**config.mk**
```make
export PLATFORM = sky130hd
export DESIGN_NAME = div_sequencer
export DESIGN_NICKNAME = d
export VERILOG_FILES = /design/src/rtl/div_sequencer.sv
export SDC_FILE = /design/constraint.sdc
export NUM_CORES = 1
export LEC_CHECK = 0
export CORE_ASPECT_RATIO = 0.7
export CORE_UTILIZATION = 30
export DETAILED_ROUTE_END_ITERATION = 12
export GPL_ROUTABILITY_DRIVEN = 0
export PLACE_DENSITY = 0.6
export SLEW_MARGIN = 15
export SYNTH_ARGS = -nofsm -noshare
export SYNTH_HDL_FRONTEND = slang
export SYNTH_SLANG_ARGS = --single-unit
```
**constraint.sdc**
```tcl
create_clock -name clk -period 6.9 [get_ports clk]
set_input_delay 1.38 -clock clk [delete_from_list [all_inputs] [get_ports clk]]
set_output_delay 1.38 -clock clk [all_outputs]
set_load 0.02 [all_outputs]
```
**src/rtl/div_sequencer.sv**
```systemverilog
// div_sequencer: multi-cycle 32-bit restoring divider for EX-stage DIV/DIVU.
// Captures operands on a level start request, iterates WIDTH shift-subtract
// steps on magnitudes, applies sign fixup and presents {remainder, quotient}
// with ready_o held until start_i drops. annul_i aborts at any point.
//
// state  | meaning
// -------+-----------------------------------------------------------
// FREE   | idle, waiting for start_i with annul_i low
// BYZERO | divisor was zero; result forced to 0
// ON     | running one restoring step per cycle
// END    | result published, held while start_i stays high
module div_sequencer #(
    parameter int WIDTH = 32
) (
    input  logic                 clk,
    input  logic                 rst,
    input  logic                 signed_div_i,
    input  logic [WIDTH-1:0]     opdata1_i,
    input  logic [WIDTH-1:0]     opdata2_i,
    input  logic                 start_i,
    input  logic                 annul_i,
    output logic [2*WIDTH-1:0]   result_o,
    output logic                 ready_o
);

    localparam logic [1:0] FREE   = 2'd0;
    localparam logic [1:0] BYZERO = 2'd1;
    localparam logic [1:0] ON     = 2'd2;
    localparam logic [1:0] END    = 2'd3;

    localparam int CW = $clog2(WIDTH);
    localparam logic [CW-1:0] CNT_LAST = CW'(WIDTH - 1);

    logic [1:0]       state;
    logic [WIDTH-1:0] quo;
    logic [WIDTH-1:0] dvs;
    logic [WIDTH-1:0] rem;
    logic [CW-1:0]    cnt;
    logic             sgn_q;
    logic             neg_a;
    logic             neg_b;

    logic [WIDTH-1:0] abs_a;
    logic [WIDTH-1:0] abs_b;
    logic [WIDTH:0]   trial;
    logic [WIDTH-1:0] quo_fix;
    logic [WIDTH-1:0] rem_fix;

    // Operand magnitudes, one restoring trial subtraction, and the sign fixup.
    // The most negative value maps onto itself, which is the correct magnitude
    // once read as unsigned.
    always_comb begin
        abs_a   = (signed_div_i && opdata1_i[WIDTH-1]) ? (~opdata1_i + 1'b1) : opdata1_i;
        abs_b   = (signed_div_i && opdata2_i[WIDTH-1]) ? (~opdata2_i + 1'b1) : opdata2_i;
        trial   = {rem, quo[WIDTH-1]} - {1'b0, dvs};
        quo_fix = (sgn_q && (neg_a ^ neg_b)) ? (~quo + 1'b1) : quo;
        rem_fix = (sgn_q && neg_a) ? (~rem + 1'b1) : rem;
    end

    // Sequencer state, working registers and registered outputs.
    always_ff @(posedge clk) begin
        if (rst) begin
            state    <= FREE;
            quo      <= '0;
            dvs      <= '0;
            rem      <= '0;
            cnt      <= '0;
            sgn_q    <= 1'b0;
            neg_a    <= 1'b0;
            neg_b    <= 1'b0;
            result_o <= '0;
            ready_o  <= 1'b0;
        end else begin
            case (state)
                FREE: begin
                    ready_o  <= 1'b0;
                    result_o <= '0;
                    if (start_i && !annul_i) begin
                        if (opdata2_i == '0) begin
                            state <= BYZERO;
                        end else begin
                            quo   <= abs_a;
                            dvs   <= abs_b;
                            rem   <= '0;
                            cnt   <= '0;
                            sgn_q <= signed_div_i;
                            neg_a <= opdata1_i[WIDTH-1];
                            neg_b <= opdata2_i[WIDTH-1];
                            state <= ON;
                        end
                    end
                end
                BYZERO: begin
                    if (annul_i) begin
                        state <= FREE;
                    end else begin
                        // Clearing the magnitudes makes the END fixup yield zero.
                        quo   <= '0;
                        rem   <= '0;
                        sgn_q <= 1'b0;
                        state <= END;
                    end
                end
                ON: begin
                    if (annul_i) begin
                        state <= FREE;
                    end else begin
                        if (!trial[WIDTH]) begin
                            rem <= trial[WIDTH-1:0];
                            quo <= {quo[WIDTH-2:0], 1'b1};
                        end else begin
                            rem <= {rem[WIDTH-2:0], quo[WIDTH-1]};
                            quo <= {quo[WIDTH-2:0], 1'b0};
                        end
                        cnt <= cnt + 1'b1;
                        if (cnt == CNT_LAST) begin
                            state <= END;
                        end
                    end
                end
                END: begin
                    if (annul_i) begin
                        state    <= FREE;
                        ready_o  <= 1'b0;
                        result_o <= '0;
                    end else if (!ready_o) begin
                        // First END cycle publishes the fixed-up result.
                        result_o <= {rem_fix, quo_fix};
                        ready_o  <= 1'b1;
                    end else if (!start_i) begin
                        state    <= FREE;
                        ready_o  <= 1'b0;
                        result_o <= '0;
                    end
                end
                default: begin
                    state    <= FREE;
                    ready_o  <= 1'b0;
                    result_o <= '0;
                end
            endcase
        end
    end

endmodule

```
# [Word level (Yosys, flattened, before mapping)]
# Index checks and enable logic that the tools add are counted.
[totals] input_bits=69 regBits=171 out_inout_bits=65 word_cells=92
[classes] addsub=6 eq_ne=12 mux=40 n_bitwise=6 reduce_logical=18
[op_table] cell="two-way mux 32 bit" count=12
[op_table] cell="two-way mux 64 bit" count=3
[op_table] cell="one-hot mux 32 bit (3 select lines)" count=2
[op_table] cell="adder 32 x 1 -> 32 bit (second input constant)" count=4
[op_table] cell="inverter 32 bit" count=4
[op_table] cell="one-hot mux 64 bit (2 select lines)" count=1
[op_table] cell="subtractor 33 x 32 -> 33 bit" count=1
[op_table] cell="zero test 32 bit" count=1
[op_table] cell="two-way mux 2 bit" count=8
[op_table] cell="two-way mux 5 bit" count=3
[op_table] cell="AND reduction 4 bit" count=3
[op_table] cell="one-hot mux 5 bit (2 select lines)" count=1
[op_table] cell="inequality test 3 bit (second input constant)" count=3
[op_table] cell="inequality test 2 bit (second input constant)" count=4
[op_table] cell="one-hot mux 2 bit (4 select lines)" count=1
[op_table] cell="two-way mux 1 bit" count=7
[op_table] cell="nonzero test 2 bit" count=3
[op_table] cell="adder 5 x 1 -> 5 bit (second input constant)" count=1
[op_table] cell="== test 5 bit (second input constant)" count=1
[op_table] cell="logical AND 1 bit" count=5
[op_table] cell="AND reduction 5 bit" count=1
[op_table] cell="== test 2 bit (second input constant)" count=2
[op_table] cell="inequality test 4 bit (second input constant)" count=1
[op_table] cell="one-hot mux 1 bit (2 select lines)" count=2
[op_table] cell="other kinds (8)" count=8

# [Longest topological paths before layout]
# Gate-level depths: netlist (run 1).
[logic_depth] depth_word=6 mapped_depth=13 depth_no_buf=12

# [Least setup slack after synthesis (run 1)]
# Ideal clock, no wire load.
[synth_timing] path_kind="input port to flip-flop" startpoint="in opdata2_i[7]" endpoint="reg quo[19]" stages=9 setup_ps=128 arrival_time_ps=3533 path_slack_ps=3239 t_required_ps=6772 path_buffers=1 cell_sequence="or4_4 or3_4 nor4b_4 nand4_2 nor3b_2 a21o_4 buf_2 o21ai_0 nor2_1"
[synth_via] elab_chain_len=3
[synth_rtl] item="from (decl)" line_no="19" rtl="input logic [WIDTH-1:0] opdata2_i,"
[synth_rtl] item="zero test 32 bit" line_no="79" rtl="if (opdata2_i == '0) begin"
[synth_rtl] item="inequality test 2 bit (no source line)"
[synth_rtl] item="AND reduction 5 bit (no source line)"
[synth_rtl] item="to (signal assigned)" line_no="82" rtl="quo <= abs_a;"
[synth_rtl] item="to (signal assigned)" line_no="110" rtl="quo <= {quo[WIDTH-2:0], 1'b1};"
[synth_rtl] item="to (signal assigned)" line_no="113" rtl="quo <= {quo[WIDTH-2:0], 1'b0};"
[synth_rtl] item="to (decl)" line_no="35" rtl="logic [WIDTH-1:0] quo;"
# No other way between the ends.
# A chain may end at the register's enable or synchronous reset.

# [Worst setup path after layout (run 1)]
[layout_timing] startpoint="in opdata2_i[7]" endpoint="reg rem[3]"
[layout_via] elab_chain_len=3
[layout_rtl] item="zero test 32 bit" line_no="79"
[layout_rtl] item="inequality test 2 bit (no source line)"
[layout_rtl] item="AND reduction 5 bit (no source line)"
[layout_rtl] item="to (signal assigned)" line_no="109" rtl="rem <= trial[WIDTH-1:0];"
[layout_rtl] item="to (signal assigned)" line_no="112" rtl="rem <= {rem[WIDTH-2:0], quo[WIDTH-1]};"
[layout_rtl] item="to (decl)" line_no="37" rtl="logic [WIDTH-1:0] rem;"
# No other way between the ends.

==> results of run 1 <==
-- state kept, by name (all words and copies together), names as in the netlist --
register,cells
cnt,5
dvs,32
state,2
quo,32
sgn_q,1
neg_b,1
rem,32
ready_o,1
neg_a,1
result_o,64
-- layer usage --
| layer | global-route usage (%) | part of all wire [%] |
|---|---|---|
| met4 | 4.85 | 1.5 |
| met5 | 0 | 0 |
| met2 | 27.0 | 44 |
| met3 | 3.76 | 6.5 |
| met1 | 24.5 | 48 |
-- final timing paths --
check               startpoint  slack (ns)           end  depth (start not counted)
setup reg to reg       quo[31]        2.94        rem[3]                         13
hold reg to reg   result_o[63]        0.45  result_o[63]                          2
setup / recovery  opdata2_i[7]        2.44        rem[3]                         10
hold / removal    result_o[63]        0.45  result_o[63]                          2
-- where the power goes --
part           internal (mW)  switching [mW]
clock network          0.672           0.411
logic                  0.606            1.10
registers               1.13           0.186
-- critical path: stages --
cell and delay [ns]:
clkdlybuf4s50_1 0.48, or4_4 0.60, or3_4 0.38, nor4b_4 0.33, nand4_2 0.28, nand2_1 0.18
o2bb2ai_2 0.16, or4_1 0.69, or4_1 0.24, nand3_1 0.06
-- layout by cell type, fill, tap and decap left out, types with 8 or more instances in the layout --
cell and count:
inv_1 63, and2_1 8, o21a_1 8, o31ai_1 21, o21ai_0 69, o311ai_1 16, nor3_1 48, dfxtp_1 171
a21oi_1 78, ha_1 42, nor4_1 11, xor2_1 59, or4_1 12, a22oi_1 58, xnor2_1 83, o41ai_1 12
a21o_1 11, a211oi_1 40, a221oi_1 21, nand2b_1 14, nand2_1 113, buf_4 11, clkbuf_16 17, clkdlybuf4s50_1 132
nand3_1 52, or3_1 11, nor2_1 191
-- layout make-up --
class	instances	area, µm²	area share [%]
clock buffer	21	470	3.53
clock inverter	11	190	1.43
inverter	63	236	1.77
multi-input combinational	1085	7010	52.6
sequential	171	3420	25.7
tap	480	601	4.50
timing repair buffer	143	1400	10.5
-- cell families (layout without fill, tap and decap cells) --
logic type	count (synthesis)	count (layout)
DFF	171	171
xor gates and xnor gates	144	144
and+or+nand+nor	501	501
AOI/OAI and AO/OA	390	390
muxes	7	7
adders and majority gates	43	43
buffers and inverters	152	238
-- per-stage QoR --
stage	cells	worst slack (ns)	utilization, %
after floorplan	1408	3.24	-
after global placement	1942	2.05	35.2
after detailed placement	1942	2.00	35.2
after CTS	1974	2.45	37.0
after global routing	1974	2.18	37.0
final	1974	2.44	37.0
==> flow_summary.yaml, run 1 <==
floorplanning:
  io_pins: 134
  dieArea_mm2: 0.0374
  rows: 58
  core_mm2: 0.0360
  die_x_um: 231
  start_util_pct: 30.6
  die_y_um: 162
min_path:
  hp-class: "flip-flop to flip-flop"
synth:
  synth_area_per_cell_um2: 7.81
  syn_inst: 1408
  synth_top_area_cell: "dfxtp_1"
  synth-xor-area-share_pct: 11.5
  muxShareOfSynthArea_pct: 0.648
  yosysSeqAreaShare_pct: 31.1
  syn_area_mm2: 0.0110
  synth_flop_cell: "dfxtp_1"
  synth_most_common_cell: "nor2_1"
  ys_warn_count: 0
  ys_types: 76
  synth_nets: 1520
  synthTopCellsByArea: "dfxtp_1 (31%), xnor2_1 (6.7%), nor2_1 (6.5%)"
  synth_top_family_by_area: "compound AO/OA/AOI/OAI gates"
  synth_compound_area_share_pct: 24.6
  netlist_top_cells_count: "nor2_1 (191), dfxtp_1 (171), nand2_1 (113)"
  synth_simple_gate_area_share_pct: 21.6
  synthArstFlopShare_pct: 0
  synth_top_area_share_pct: 31.1
  synthAdderAreaFrac_pct: 4.96
  synth_edf_count: 0
  yosys_register_bits: 171
cts:
  cts-buffers-inserted: 17
  cts_tree: "done"
  cts_max_level: 4
  root_buffer: "clkbuf_16"
  holdBufCountCts: 0
  clkLatencyLatePin_ns: 0.43
  cts_sinks: 171
  post-cts-setup-buffer-count: 0
  path_clk_slew_ns: 0.07
  cts_resized: 0
  clock_path_buffers: 2
layout:
  syn2layout_area_growth_pct: 21.2
  drive_above_1_share_pct: 4.69
  fill_cells: 3721
  design_area_mm2: 0.0133
  n_antenna_cell: 0
  layout.nets: 1593
route:
  avgViaCountPerCell: 5.35
  drt-pass1-iter-count: 5
  totalWireLength_mm: 33.4
  drt_iter0_drc: 1061
  vias: 10600
  route.detailed.drc: 0
  ant_nets: 0
  wl_per_cell_um: 16.9
sta:
  period_share_pct: 64.7
  drv_slew: 0
  fin_setup_tns_ns: 0
  hold_slack_ns: 0.455
  fmax_ghz: 0.224
  setup_viol: 0
  fin_crit_ns: 4.46
  rsz0062_at_grt: "false"
  tightest_slew_ns: 1.08
  fin_worst_skew_ns: 0.0118
  hold_viol_final: 0
  max_slew_margin_pct: 28.0
global_routing:
  grt_pass1_vias: 9790
  gr-total-overflow: 0
  grt_max_degree: 76
  grt_pass1_wl_mm: 52.7
  antenna_found_initial: 0
  grt_use_total_pct: 17.5
worst_setup_path:
  required_ns: 7.22
  crit_type: "input port to flip-flop"
  critPathLaunchType: "input port"
  end_kind: "flip-flop"
  arrival_ns: 4.78
  crit_fanout: 23
run:
  cap_violations: 0
pwr:
  irDropWorstVdd_mv: 0.273
  total_power_mw: 4.10
  p_leak_nw: 4.90
  cellPowerDensity_mw_per_mm2: 308
run_status:
  status: "finished clean"
placed_design:
  placement.io_buffers: 133
  place_area_mm2: 0.0127
  hpwlAfterDp_mm: 24.7
No activity file was read; power rests on OpenSTA's default activity.
==> inputs of run 2 (changes only) <==
Settings changed: PLACE_DENSITY 0.6 to 0.62.
Clock period 6.9 ns to 4.05 ns, I/O delays scaled along.
==> run 2 against run 1 <==
Combinational power is 77% higher; power is 70% higher; critical path depth up 4; die area did not move; setup slack lost 2.1 ns; clock power is 57% higher; sequential cell count unchanged; register-to-register slack got worse by 2.6 ns; worst hold slack better by 0.0046 ns; critical path type is now flip-flop to flip-flop; critical endpoint unchanged; highest routed layer unchanged.
==> flow_summary.yaml, run 2 (same netlist as run 1, synthesis figures left out) <==
min_path:
  hold_end: "result_o[63]"
  hp-class: "flip-flop to flip-flop"
  holdCritStartpoint: "result_o[63]"
  hold_depth: 2
worst_setup_path:
  arrival_ns: 4.06
  crit_type: "flip-flop to flip-flop"
  crit_fanout: 42
  required_ns: 4.43
  end_kind: "flip-flop"
  timing.rr.end: "rem[3]"
  critPathLaunchType: "flip-flop"
  max_stage_delay_ns: 0.51
  crit_start: "quo[31]"
  crit_chain: "inv_1, ha_1, fa_1, nand2b_1, a21o_1, a21oi_1, a31oi_1, o31ai_1, buf_4, o221ai_2, xor2_2, buf_12, or4_1, nand3_1"
  crit-reg2reg-launch: "quo[31]"
  ff2ff_setup_slack_ns: 0.38
  reg2regPathDepth: 14
  critPathSlowestCell: "or4_1"
pwr:
  p_leak_nw: 4.98
  irDropWorstVdd_mv: 0.364
  total_power_mw: 6.96
  cellPowerDensity_mw_per_mm2: 516
floorplanning:
  rows: 58
  io_pins: 134
  die_x_um: 231
  core_mm2: 0.0360
  start_util_pct: 30.6
  dieArea_mm2: 0.0374
  die_y_um: 162
layout:
  drive_above_1_share_pct: 5.50
  regMostFlops: "result_o"
  layout.nets: 1611
  largest_reg_flops: 64
  layout.cells.most_common: "nor2_1"
  syn2layout_area_growth_pct: 22.5
  utilization_pct: 37.4
  design_area_mm2: 0.0135
  mostFrequentLayoutCells: "nor2_1 (191), dfxtp_1 (171), clkdlybuf4s50_1 (132)"
sta:
  drv_slew: 0
  period_share_pct: 90.7
  setup_viol: 0
  fin_worst_skew_ns: 0.0116
  max_slew_margin_pct: 40.7
  rsz0062_at_grt: "false"
  fin_crit_ns: 3.67
  hold_slack_ns: 0.459
  tightest_slew_ns: 0.887
  fin_setup_tns_ns: 0
  hold_viol_final: 0
  fmax_ghz: 0.272
global_routing:
  gr-total-overflow: 0
  grt_use_total_pct: 18.0
  grt_pass1_wl_mm: 54.1
  grt_pass1_vias: 9912
  grt_max_degree: 77
  antenna_found_initial: 1
cts:
  clock_path_buffers: 2
  cts-buffers-inserted: 17
  cts_sinks: 171
  cts_tree: "done"
  path_clk_slew_ns: 0.07
  cts_resized: 0
  holdBufCountCts: 0
  root_buffer: "clkbuf_16"
  clkLatencyLatePin_ns: 0.44
  post-cts-setup-buffer-count: 0
  cts_max_level: 4
run_status:
  status: "finished clean"
route:
  drt_iter0_drc: 987
  vias: 10700
  route.detailed.drc: 0
  ant_nets: 0
  totalWireLength_mm: 33.9
  wl_per_cell_um: 17.0
  drt-pass1-iter-count: 5
  avgViaCountPerCell: 5.38
run:
  cap_violations: 0
placed_design:
  place_area_mm2: 0.0129
  placement.io_buffers: 133
  hpwlAfterDp_mm: 25.1
==> run 2: worst max-delay path by stage <==
| stage | slack (ns) | cells past startpoint | to |
|---|---|---|---|
| finish | 0.38 | 14 | rem[3] |
| global route | 0.14 | 14 | rem[3] |
| CTS | 0.37 | 14 | rem[3] |
| detailed placement | 0.10 | 10 | quo[19] |
| global placement | 0.15 | 10 | quo[19] |
| floorplan | 0.96 | 9 | quo[19] |
==> run 2: metrics by stage <==
stage / worst slack (ns) / std cells
2_1_floorplan: 0.959 / 1408
3_3_place_gp: 0.149 / 1960
3_5_place_dp: 0.104 / 1960
4_1_cts: 0.366 / 1989
5_1_grt: 0.142 / 1990
6_report: 0.378 / 1991
==> run 2: area by class of cell <==
type / instances / area (µm²)
well taps: 480 / 601
fillers: 3675 / 22500
inverters: 63 / 236
multi-input cells: 1085 / 7010
clock inverters: 6 / 113
diodes: 2 / 5.00
repair buffers: 161 / 1610
flip-flops and latches: 171 / 3420
clock buffers: 23 / 478
==> run 2: per-layer routing <==
metal	part of all wire, %	global-route usage [%]
met5	0	0
met1	48	25.2
met4	2.6	6.17
met2	43	27.0
met3	6.2	3.84
==> run 2: worst max-delay path, delay by kind of cell (launching register included) <==
| family | cells | cell delay [ns] |
|---|---|---|
| compound gates | 5 | 1.08 |
| simple gates | 3 | 0.79 |
| fa+ha+maj | 2 | 0.64 |
| buf+inv | 3 | 0.47 |
| flops | 1 | 0.39 |
| xor+xnor | 1 | 0.20 |
==> run 2: where the power goes <==
group / leakage, nW / internal (mW) / switching [mW]
Sequential: 1.39 / 1.92 / 0.314
Clock: 0.290 / 1.01 / 0.690
Combinational: 3.31 / 1.11 / 1.90
Total: 4.98 / 4.05 / 2.91
==> inputs of run 3 (changes only) <==
Settings changed: SKIP_LAST_GASP from default to 1.
==> results of run 3 <==
Final layout, timing and power as in run 2 (identical DEF).
